$ cat src/rtl/rr_onehot_arbiter.sv
// rr_onehot_arbiter: round-robin arbiter with a registered one-hot grant,
// a registered binary index, and a bounded hold time per grant.
module rr_onehot_arbiter #(
   parameter int N        = 8,
   parameter int IDX_W    = 3,
   parameter int MAX_HOLD = 16
) (
   input  logic             i_clk,
   input  logic             i_rst,
   input  logic [N-1:0]     i_req,
   output logic [N-1:0]     o_grant,
   output logic [IDX_W-1:0] o_grant_idx,
   output logic             o_grant_valid,
   output logic             o_timeout
);

   localparam int CNT_W = (MAX_HOLD > 2) ? $clog2(MAX_HOLD) : 1;
   localparam logic [CNT_W-1:0] CNT_MAX = CNT_W'(MAX_HOLD - 1);
   localparam logic [N-1:0]     ONE     = {{(N-1){1'b0}}, 1'b1};
   localparam logic [IDX_W-1:0] LAST    = IDX_W'(N - 1);

   localparam logic [0:0] IDLE  = 1'b0;
   localparam logic [0:0] GRANT = 1'b1;

   logic [0:0]       r_state;
   logic [IDX_W-1:0] r_ptr;
   logic [CNT_W-1:0] r_hold_cnt;
   logic [N-1:0]     r_grant;
   logic [IDX_W-1:0] r_grant_idx;
   logic             r_timeout;

   logic [IDX_W-1:0] w_next;
   logic [IDX_W-1:0] w_start;
   logic             w_cur_req;
   logic             w_release;
   logic             w_expire;
   logic             w_found;
   logic [IDX_W-1:0] w_win;

   // First set request scanning start, start+1, ... with wrap at N.
   function automatic logic [IDX_W:0] f_pick(input logic [N-1:0] req,
                                             input logic [IDX_W-1:0] start);
      logic             found;
      logic [IDX_W-1:0] win;
      logic [N-1:0]     sh;
      int               idx;
      found = 1'b0;
      win   = '0;
      for (int k = 0; k < N; k++) begin
         idx = int'(start) + k;
         if (idx >= N) idx = idx - N;
         sh = req >> idx;
         if (!found && sh[0]) begin
            found = 1'b1;
            win   = IDX_W'(idx);
         end
      end
      return {found, win};
   endfunction

   // Next pointer wraps explicitly so N < 2**IDX_W never reaches an illegal index.
   assign w_next    = (r_grant_idx == LAST) ? '0 : r_grant_idx + IDX_W'(1);
   // Current holder still requesting; grant is one-hot so a mask avoids indexing.
   assign w_cur_req = |(i_req & r_grant);
   assign w_release = (r_state == GRANT) && !w_cur_req;
   assign w_expire  = (r_state == GRANT) && w_cur_req && (r_hold_cnt == CNT_MAX);
   // Same-edge re-arbitration scans from just past the outgoing grantee.
   assign w_start   = (r_state == IDLE) ? r_ptr : w_next;
   assign {w_found, w_win} = f_pick(i_req, w_start);

   // Arbitration FSM: grant, hold counting, release/expire hand-off.
   always_ff @(posedge i_clk or posedge i_rst) begin
      if (i_rst) begin
         r_state     <= IDLE;
         r_ptr       <= '0;
         r_hold_cnt  <= '0;
         r_grant     <= '0;
         r_grant_idx <= '0;
         r_timeout   <= 1'b0;
      end else begin
         r_timeout <= 1'b0;
         case (r_state)
            IDLE: begin
               if (w_found) begin
                  r_grant     <= ONE << w_win;
                  r_grant_idx <= w_win;
                  r_hold_cnt  <= '0;
                  r_state     <= GRANT;
               end
            end
            GRANT: begin
               if (w_release || w_expire) begin
                  r_ptr     <= w_next;
                  // Release wins over a coincident expire: no pulse then.
                  r_timeout <= w_expire;
                  if (w_found) begin
                     r_grant     <= ONE << w_win;
                     r_grant_idx <= w_win;
                     r_hold_cnt  <= '0;
                  end else begin
                     r_grant <= '0;
                     r_state <= IDLE;
                  end
               end else begin
                  r_hold_cnt <= r_hold_cnt + CNT_W'(1);
               end
            end
            default: begin
               r_grant <= '0;
               r_state <= IDLE;
            end
         endcase
      end
   end

   assign o_grant       = r_grant;
   assign o_grant_idx   = r_grant_idx;
   assign o_grant_valid = |r_grant;
   assign o_timeout     = r_timeout;

endmodule
$ cat config.mk
export PLATFORM = sky130hd
export DESIGN_NAME = rr_onehot_arbiter
export DESIGN_NICKNAME = d
export VERILOG_FILES = /design/src/rtl/rr_onehot_arbiter.sv
export SDC_FILE = /design/constraint.sdc
export NUM_CORES = 1
export LEC_CHECK = 0
export CORE_UTILIZATION = 56
export CTS_BUF_LIST = sky130_fd_sc_hd__clkbuf_8 sky130_fd_sc_hd__clkbuf_16
export DETAILED_ROUTE_END_ITERATION = 8
export PLACE_DENSITY = 0.8
export SYNTH_ARGS = -nofsm -noshare
export SYNTH_HDL_FRONTEND = slang
export SYNTH_SLANG_ARGS = --single-unit
$ cat constraint.sdc
create_clock -name i_clk -period 3.9 [get_ports i_clk]
set_clock_uncertainty 0.1 [all_clocks]
set_input_delay 0.78 -clock i_clk [delete_from_list [all_inputs] [get_ports i_clk]]
set_output_delay 0.78 -clock i_clk [all_outputs]
set_load 0.01 [all_outputs]
== Word-level counts from Yosys, hierarchy flattened ==
Index checks and enable logic that the tools add are counted.

* Register bits after elaboration: 20
* Latch bits: 0
* Bits in writable memories: 0
* Memory bits (read-only): 0
* Input port bits: 10
* Output and inout bits: 13
* Word-level logic and storage cells: 110
* Memories kept: 0

* Add/subtract/negate cells: 17
* $mul: 0
* Div/mod/pow operators: 0
* $lt $le $gt $ge: 8
* Equal/unequal tests: 4
* Shifts and indexed selects: 9
* Multiplexer cells: 41
* Bitwise gates (word level): 2
* Reduce and logical (&&, ||, !) cells: 23

{| class="wikitable"
|+ Operators by type and width
! operator !! count
|-
| two-way mux 32 bit || 8
|-
| right shift 8 x 32 -> 1 bit || 8
|-
| two-way mux 3 bit || 12
|-
| subtractor 4 x 4 -> 5 bit (second input constant) || 7
|-
| greater-or-equal comparator 4 bit (second input constant) || 7
|-
| two-way mux 8 bit || 3
|-
| adder 3 x 3 -> 4 bit (second input constant) || 4
|-
| one-hot mux 8 bit (2 select lines) || 1
|-
| OR reduction 8 bit || 2
|-
| two-way mux 1 bit || 12
|-
| logical AND 1 bit || 10
|-
| adder 3 x 2 -> 4 bit (second input constant) || 2
|-
| bitwise AND 8 bit || 1
|-
| zero test 1 bit || 8
|-
| two-way mux 4 bit || 2
|-
| one-hot mux 4 bit (2 select lines) || 1
|-
| left shift 1 x 3 -> 8 bit (first input constant) || 1
|-
| one-hot mux 3 bit (2 select lines) || 1
|-
| subtractor 3 x 4 -> 5 bit (second input constant) || 1
|-
| adder 3 x 1 -> 4 bit (second input constant) || 1
|-
| adder 4 x 1 -> 4 bit (second input constant) || 1
|-
| equality test 4 bit (second input constant) || 1
|-
| greater-or-equal comparator 3 x 4 -> 1 bit (second input constant) || 1
|-
| AND reduction 2 bit || 2
|-
| 7 further kinds || 7
|}

== Logic depth before layout (Yosys ltp) ==
Gate-level depths: netlist of run 1.

* Word-level depth: 32
* Gate-level depth with buffers: 14
* Mapped depth without buffers: 13

== Worst setup path after synthesis of run 1 ==
No wires, ideal clock.

* Kind: register to register
* From: register r_grant_idx[0], in the netlist o_grant_idx[0]
* To: register r_grant[4], in the netlist o_grant[4]
* Library setup time: 0.095 ns
* Arrival time: 3.382 ns
* Required time: 3.705 ns
* Setup slack: 0.322 ns
* Stages on the path, launching flop included: 12
* Path buffers: 1
* Clock period less this slack: 3.578 ns
* Cells stage by stage: dfrtp_1 ha_1 ha_1 nor3b_4 nor2_4 ha_1 clkbuf_1 clkinv_1 mux4_2 a311o_1 a32o_1 o31ai_1

* Longest elaborated chain between the ends: 32
* Elaborated cells on any way between the ends: 80
* Those cells by class: add/sub (16); order compare (8); eq/ne (2); shift (9); mux (30); reduce/logical (15)

{| class="wikitable"
|+ Ends and longest elaborated chain
! what !! RTL line !! source
|-
| start, declared || 29 || <nowiki>logic [IDX_W-1:0] r_grant_idx;</nowiki>
|-
| start signal, assigned || 86 || <nowiki>r_grant_idx <= w_win;</nowiki>
|-
| start signal, assigned || 98 || <nowiki>r_grant_idx <= w_win;</nowiki>
|-
| adder 3 x 1 -> 3 bit or equality test 3 bit (tied branches) || 62 || <nowiki>assign w_next = (r_grant_idx == LAST) ? '0 : r_grant_idx + IDX_W'(1);</nowiki>
|-
| two-way mux 3 bit (*) || 62 ||
|-
| two-way mux 3 bit (*) || 68 || <nowiki>assign w_start = (r_state == IDLE) ? r_ptr : w_next;</nowiki>
|-
| parallel branches: the longest is 29 deep, another holds subtractor 4 x 4 -> 5 bit || -- ||
|-
| end signal, assigned || 85 || <nowiki>r_grant <= ONE << w_win;</nowiki>
|-
| end signal, assigned || 97 || <nowiki>r_grant <= ONE << w_win;</nowiki>
|-
| end, declared || 28 || <nowiki>logic [N-1:0] r_grant;</nowiki>
|}

Mark *: on every way between the ends. The select of a mux whose other input is x is not followed.
A chain may end at the register's enable or synchronous reset.

== Worst setup path in the final report of run 1 ==
* From: register r_grant_idx[1], in the netlist o_grant_idx[1]
* To: register r_grant[1], in the netlist o_grant[1]

Same word-level chain as after synthesis.

==> metrics.txt, run 1 <==
setup_tns 0 ps; number of vias per cell 6.80; Worst EP required 3960 ps; Syn. warnings 0; largest area contributor in the netlist dfrtp_1; Synth async-reset ratio 1.00; Post-synth top flop dfrtp_1; r2r setup slk 130 ps; die height 60.1 um; Post-Syn Area 1890 um^2; slew margin rel. 0.491; GPL Wtd Cong 0.851; Hold Fails Final Rpt 0; clock sink count 20; final core utilization 0.732; drc violations 0; GRT overflow 0; WS Path Type flip-flop to flip-flop; final setup fails 0; number of buffers created by CTS 3; HP Class flip-flop to flip-flop; count leader, synth nand2_1; Skew-Pair Late Insertion Delay 260 ps; register area share after synthesis 0.264; dpl hpwl 4180 um; max-slew violations 0; top cells by area, synth dfrtp_1, mux2i_1, mux4_2; Syn-to-layout area delta 21.0%; H-tree depth 1; Yosys cell types 53; GRT Util Overall 0.331; Initial Util 0.605; CP endpoint kind flip-flop; Final Cycle Share 0.968; wire length per cell between 15 and 20 um; post-route antenna net violation count 0; core outline area between 3000 and 4000 um^2; share of cells above drive strength 1 0.198; Port Buffer Count 22; fmax 265 MHz; CTS root buf clkbuf_8; wirelength, routed between 5000 and 6000 um; status finished clean; syn_nets between 200 and 250; die footprint 3620 um^2; initial antenna violation count 0; clock transition at the registers of the reported paths around 80 ps; FF+latch count, synth 20; nets between 200 and 250; first-pass GRT wire length 8900 um; top cells by count, synth nand2_1, dfrtp_1, nand3_1, mux2i_1, o21ai_0; pin count of the biggest net entering global routing 21; FP Rows 20; crit path DAT 3830 ps; Starting DRT DRC Count approximately 160; CTS Buffer Depth 2; Slew @ Worst Pin 763 ps; Cells after Synth 199; startpoint types flip-flop; CTS tree done; 1st-pass router iterations 5; EDFF count, synth 0; antenna cells 0; Final Non-Filler Cells 271; hold buffer count at CTS 0; Hold WS 415 ps; Synth Area per Inst 9.51 um^2; top cell type's share of synthesized area 0.264; DIE WIDTH 60.1 um; placed cells 266; worst-path fanout max 9; I/O pin cnt 23; number of global-route vias before repair between 1500 and 2000; routed via count 1843; final worst path period need 3770 ps; max_cap viols 0
state kept, by name, indices dropped and copies added (netlist names):
register,count
o_grant,8
r_hold_cnt,4
o_grant_idx,3
r_ptr,3
o_timeout,1
r_state,1
final cells by class:
type / count / area (um^2)
multi-input cells: 165 / 1340
fillers: 225 / 838
flip-flops and latches: 20 / 502
repair buffers: 30 / 280
well taps: 44 / 55.1
clock buffers: 3 / 41.3
inverters: 8 / 38.8
clock inverters: 1 / 30.0
worst paths after layout:
check	endpoint	cells after the start	startpoint
min	r_ptr[2]	1	r_ptr[2]
max	o_grant[1]	11	o_grant_idx[1]
max in group asynchronous	r_state	2	i_rst
max reg2reg	o_grant[1]	11	o_grant_idx[1]
min in group asynchronous	o_grant_idx[2]	2	i_rst
min reg2reg	r_ptr[2]	1	r_ptr[2]
through the flow:
step / cell area [um^2] / setup WS [ps]
4_1_cts: 2250 / 21.7
2_1_floorplan: 1890 / 322
6_report: 2290 / 126
3_5_place_dp: 2180 / 19.4
3_3_place_gp: 2180 / 167
5_1_grt: 2290 / -5.98
worst max-delay path: stages (launching register included):
cell        delay, ps
dfrtp_1           410
ha_1              190
ha_1              230
nor3b_4           280
nor2_4            130
ha_2              440
clkinvlp_4        240
mux4_2            600
nand3_1           190
o21ai_2           140
or3_4             440
o31ai_1           260
cell usage in the layout, fill, tap and decap left out, types with 3 or more instances in the layout:
cell type and count:
nand3_1 19, ha_1 6, buf_4 8, clkdlybuf4s50_1 22
o211ai_1 4, nand4_1 4, dfrtp_1 19, o21ai_0 11
clkbuf_8 3, a21oi_1 4, nand2_1 22, nor2_1 7
a22oi_1 4, o31ai_1 10, mux2i_1 14, mux2_2 8
and2_1 4, inv_1 5, mux4_2 6
per-layer routing:
metal / part of all wire / global-route usage
met1: 0.44 / 0.459
met2: 0.48 / 0.556
met3: 0.068 / 0.0455
met4: 0.014 / 0.0465
met5: 0 / 0
cell families (layout without fill, tap and decap cells):
kind of cell | count (synthesis) | count (layout) | share of synthesized area
xor gates and xnor gates | 4 | 4 | 0.0225
DFF | 20 | 20 | 0.264
and+or+nand+nor | 71 | 71 | 0.206
AOI/OAI and AO/OA | 54 | 54 | 0.214
buffers and inverters | 14 | 42 | 0.0423
adders and majority gates | 7 | 7 | 0.0463
muxes | 29 | 29 | 0.205
what timing repair did:
item / 4_1_cts / 5_1_grt
gates resized for setup: 0 / 6
setup buffers: 0 / 1
endpoints found under the hold margin: 0 / 0
endpoints found under the setup margin: 0 / 9
Power of run 1 is left out: the tool's default activity adds up to more than one toggle a clock period on the data nets, which glitch-free logic cannot reach.
==> run 2, diff against run 1 <==
--- a/config.mk
+++ b/config.mk
@@ -5,10 +5,12 @@
 export SDC_FILE = /design/constraint.sdc
 export NUM_CORES = 1
 export LEC_CHECK = 0
-export CORE_UTILIZATION = 56
+export CELL_PAD_IN_SITES_DETAIL_PLACEMENT = 1
+export CELL_PAD_IN_SITES_GLOBAL_PLACEMENT = 1
+export CORE_UTILIZATION = 43
 export CTS_BUF_LIST = sky130_fd_sc_hd__clkbuf_8 sky130_fd_sc_hd__clkbuf_16
 export DETAILED_ROUTE_END_ITERATION = 8
-export PLACE_DENSITY = 0.8
+export PLACE_DENSITY_LB_ADDON = 0.1
 export SYNTH_ARGS = -nofsm -noshare
 export SYNTH_HDL_FRONTEND = slang
 export SYNTH_SLANG_ARGS = --single-unit
==> run 2 against run 1 <==
Compared with the run above:
- maximum frequency rose by 1.8%
- final cell count rose by 4.1%
- sequential cell count did not move
- routed wire length rose by 11%
- worst hold slack got worse by 20 ps
- first-iteration DRC count fell by 12%
- critical endpoint is now o_grant[4]
- critical path type unchanged
==> metrics.txt, run 2 (synthesis results as in run 1) <==
Largest register FFs 8; setup_tns 0 ps; nets 250; routed via count ~1800; post-route antenna net violation count 0; 1st-pass router iterations 4; Starting DRT DRC Count 137; CP endpoint kind flip-flop; DIE WIDTH 68.4 um; area of the multi-input gates between 1000 and 1500 um^2; core outline area 4120 um^2; Slew @ Worst Pin a little under 800 ps; HP Class flip-flop to flip-flop; Hold Fails Final Rpt 0; RSZ-0062 raised after global routing no; number of buffers created by CTS 3; wirelength, routed ~5900 um; final worst path period need 3710 ps; clock sink count 20; GRT overflow 0; clock transition at the registers of the reported paths 80 ps; FILL cells about 490; share of cells above drive strength 1 0.211; crit path DAT roughly 3800 ps; Worst EP required 3960 ps; wire length per cell ~21 um; drc violations 0; max_cap viols 0; r2r setup slk 190 ps; Placed Area 2220 um^2; Syn-to-layout area delta 22.0%; worst-path fanout max 9; first-pass GRT wire length 9280 um; commonest cells after routing, fill and taps aside nand2_1, clkdlybuf4s50_1, dfrtp_1; number of vias per cell 6.45; startpoint types flip-flop; Port Buffer Count 22; final setup fails 0; fmax about 270 MHz; max-slew violations 0; antenna cells 0; FP Rows 23; number of global-route vias before repair 1823; initial antenna violation count 0; die footprint 4670 um^2; hold buffer count at CTS 0; GRT Util Overall 0.276; pin count of the biggest net entering global routing 21; cell area after layout 2310 um^2; dpl hpwl 4860 um; slew margin rel. 0.486; CTS root buf clkbuf_8; die height 68.4 um; Skew-Pair Late Insertion Delay ~260 ps; GPL Wtd Cong 0.950; H-tree depth 1; CTS Buffer Depth 2; I/O pin cnt 23; CTS tree done; Final Cycle Share 0.951; WS Path Type flip-flop to flip-flop; status finished clean; Reg area 500 um^2; Initial Util 0.460
run 2: layout make-up:
class	instances	share of cell area
Inverter	8	0.0152
Tap cell	50	0.0271
Timing Repair Buffer	35	0.138
Multi-Input combinational cell	165	0.580
Sequential cell	20	0.217
Clock buffer	4	0.0238
run 2: metrics by stage:
step | instances | hold slack, ps | worst slack, ps | util
2_1_floorplan | 199 | 346 | 322 | -
3_5_place_dp | 277 | 381 | 219 | 0.540
4_1_cts | 281 | 399 | 190 | 0.553
3_3_place_gp | 277 | 367 | 293 | 0.540
5_1_grt | 282 | 409 | 17.1 | 0.561
6_report | 282 | 395 | 193 | 0.561
run 2: repair_timing:
item                                    4_1_cts  5_1_grt
buffers inserted                              0        1
endpoints found under the setup margin        0        9
gates resized for setup                       0        4
endpoints found under the hold margin         0        0
run 2: final timing paths:
check                          startpoint             end  cells after the start
setup / recovery           o_grant_idx[1]      o_grant[4]                     13
hold / removal              r_hold_cnt[3]   r_hold_cnt[3]                      1
setup reg to reg           o_grant_idx[1]      o_grant[4]                     13
hold reg to reg             r_hold_cnt[3]   r_hold_cnt[3]                      1
max in group asynchronous           i_rst  o_grant_idx[0]                      2
min in group asynchronous           i_rst  o_grant_idx[2]                      2
run 2: per-layer routing:
layer	up-vias	wire [um]	part of all wire	GRT usage
met5	-	0	0	0
met4	0	46	0.0078	0.0547
met3	4	292	0.049	0.0450
met2	46	2920	0.49	0.460
met1	928	2670	0.45	0.375
li1	841	-	-	-
run 2: critical path, cell delays in order (launching register included):
cell and delay (ps):
dfrtp_1 410, ha_1 190, ha_1 230, nor3b_4 310, nor2_4 140, inv_6 130, ha_1 270, xnor2_2 190
nand2_1 150, o2111ai_4 320, nand3_1 210, a311o_1 340, a32o_1 320, o31ai_1 290
Power of run 2 is left out for the same reason.
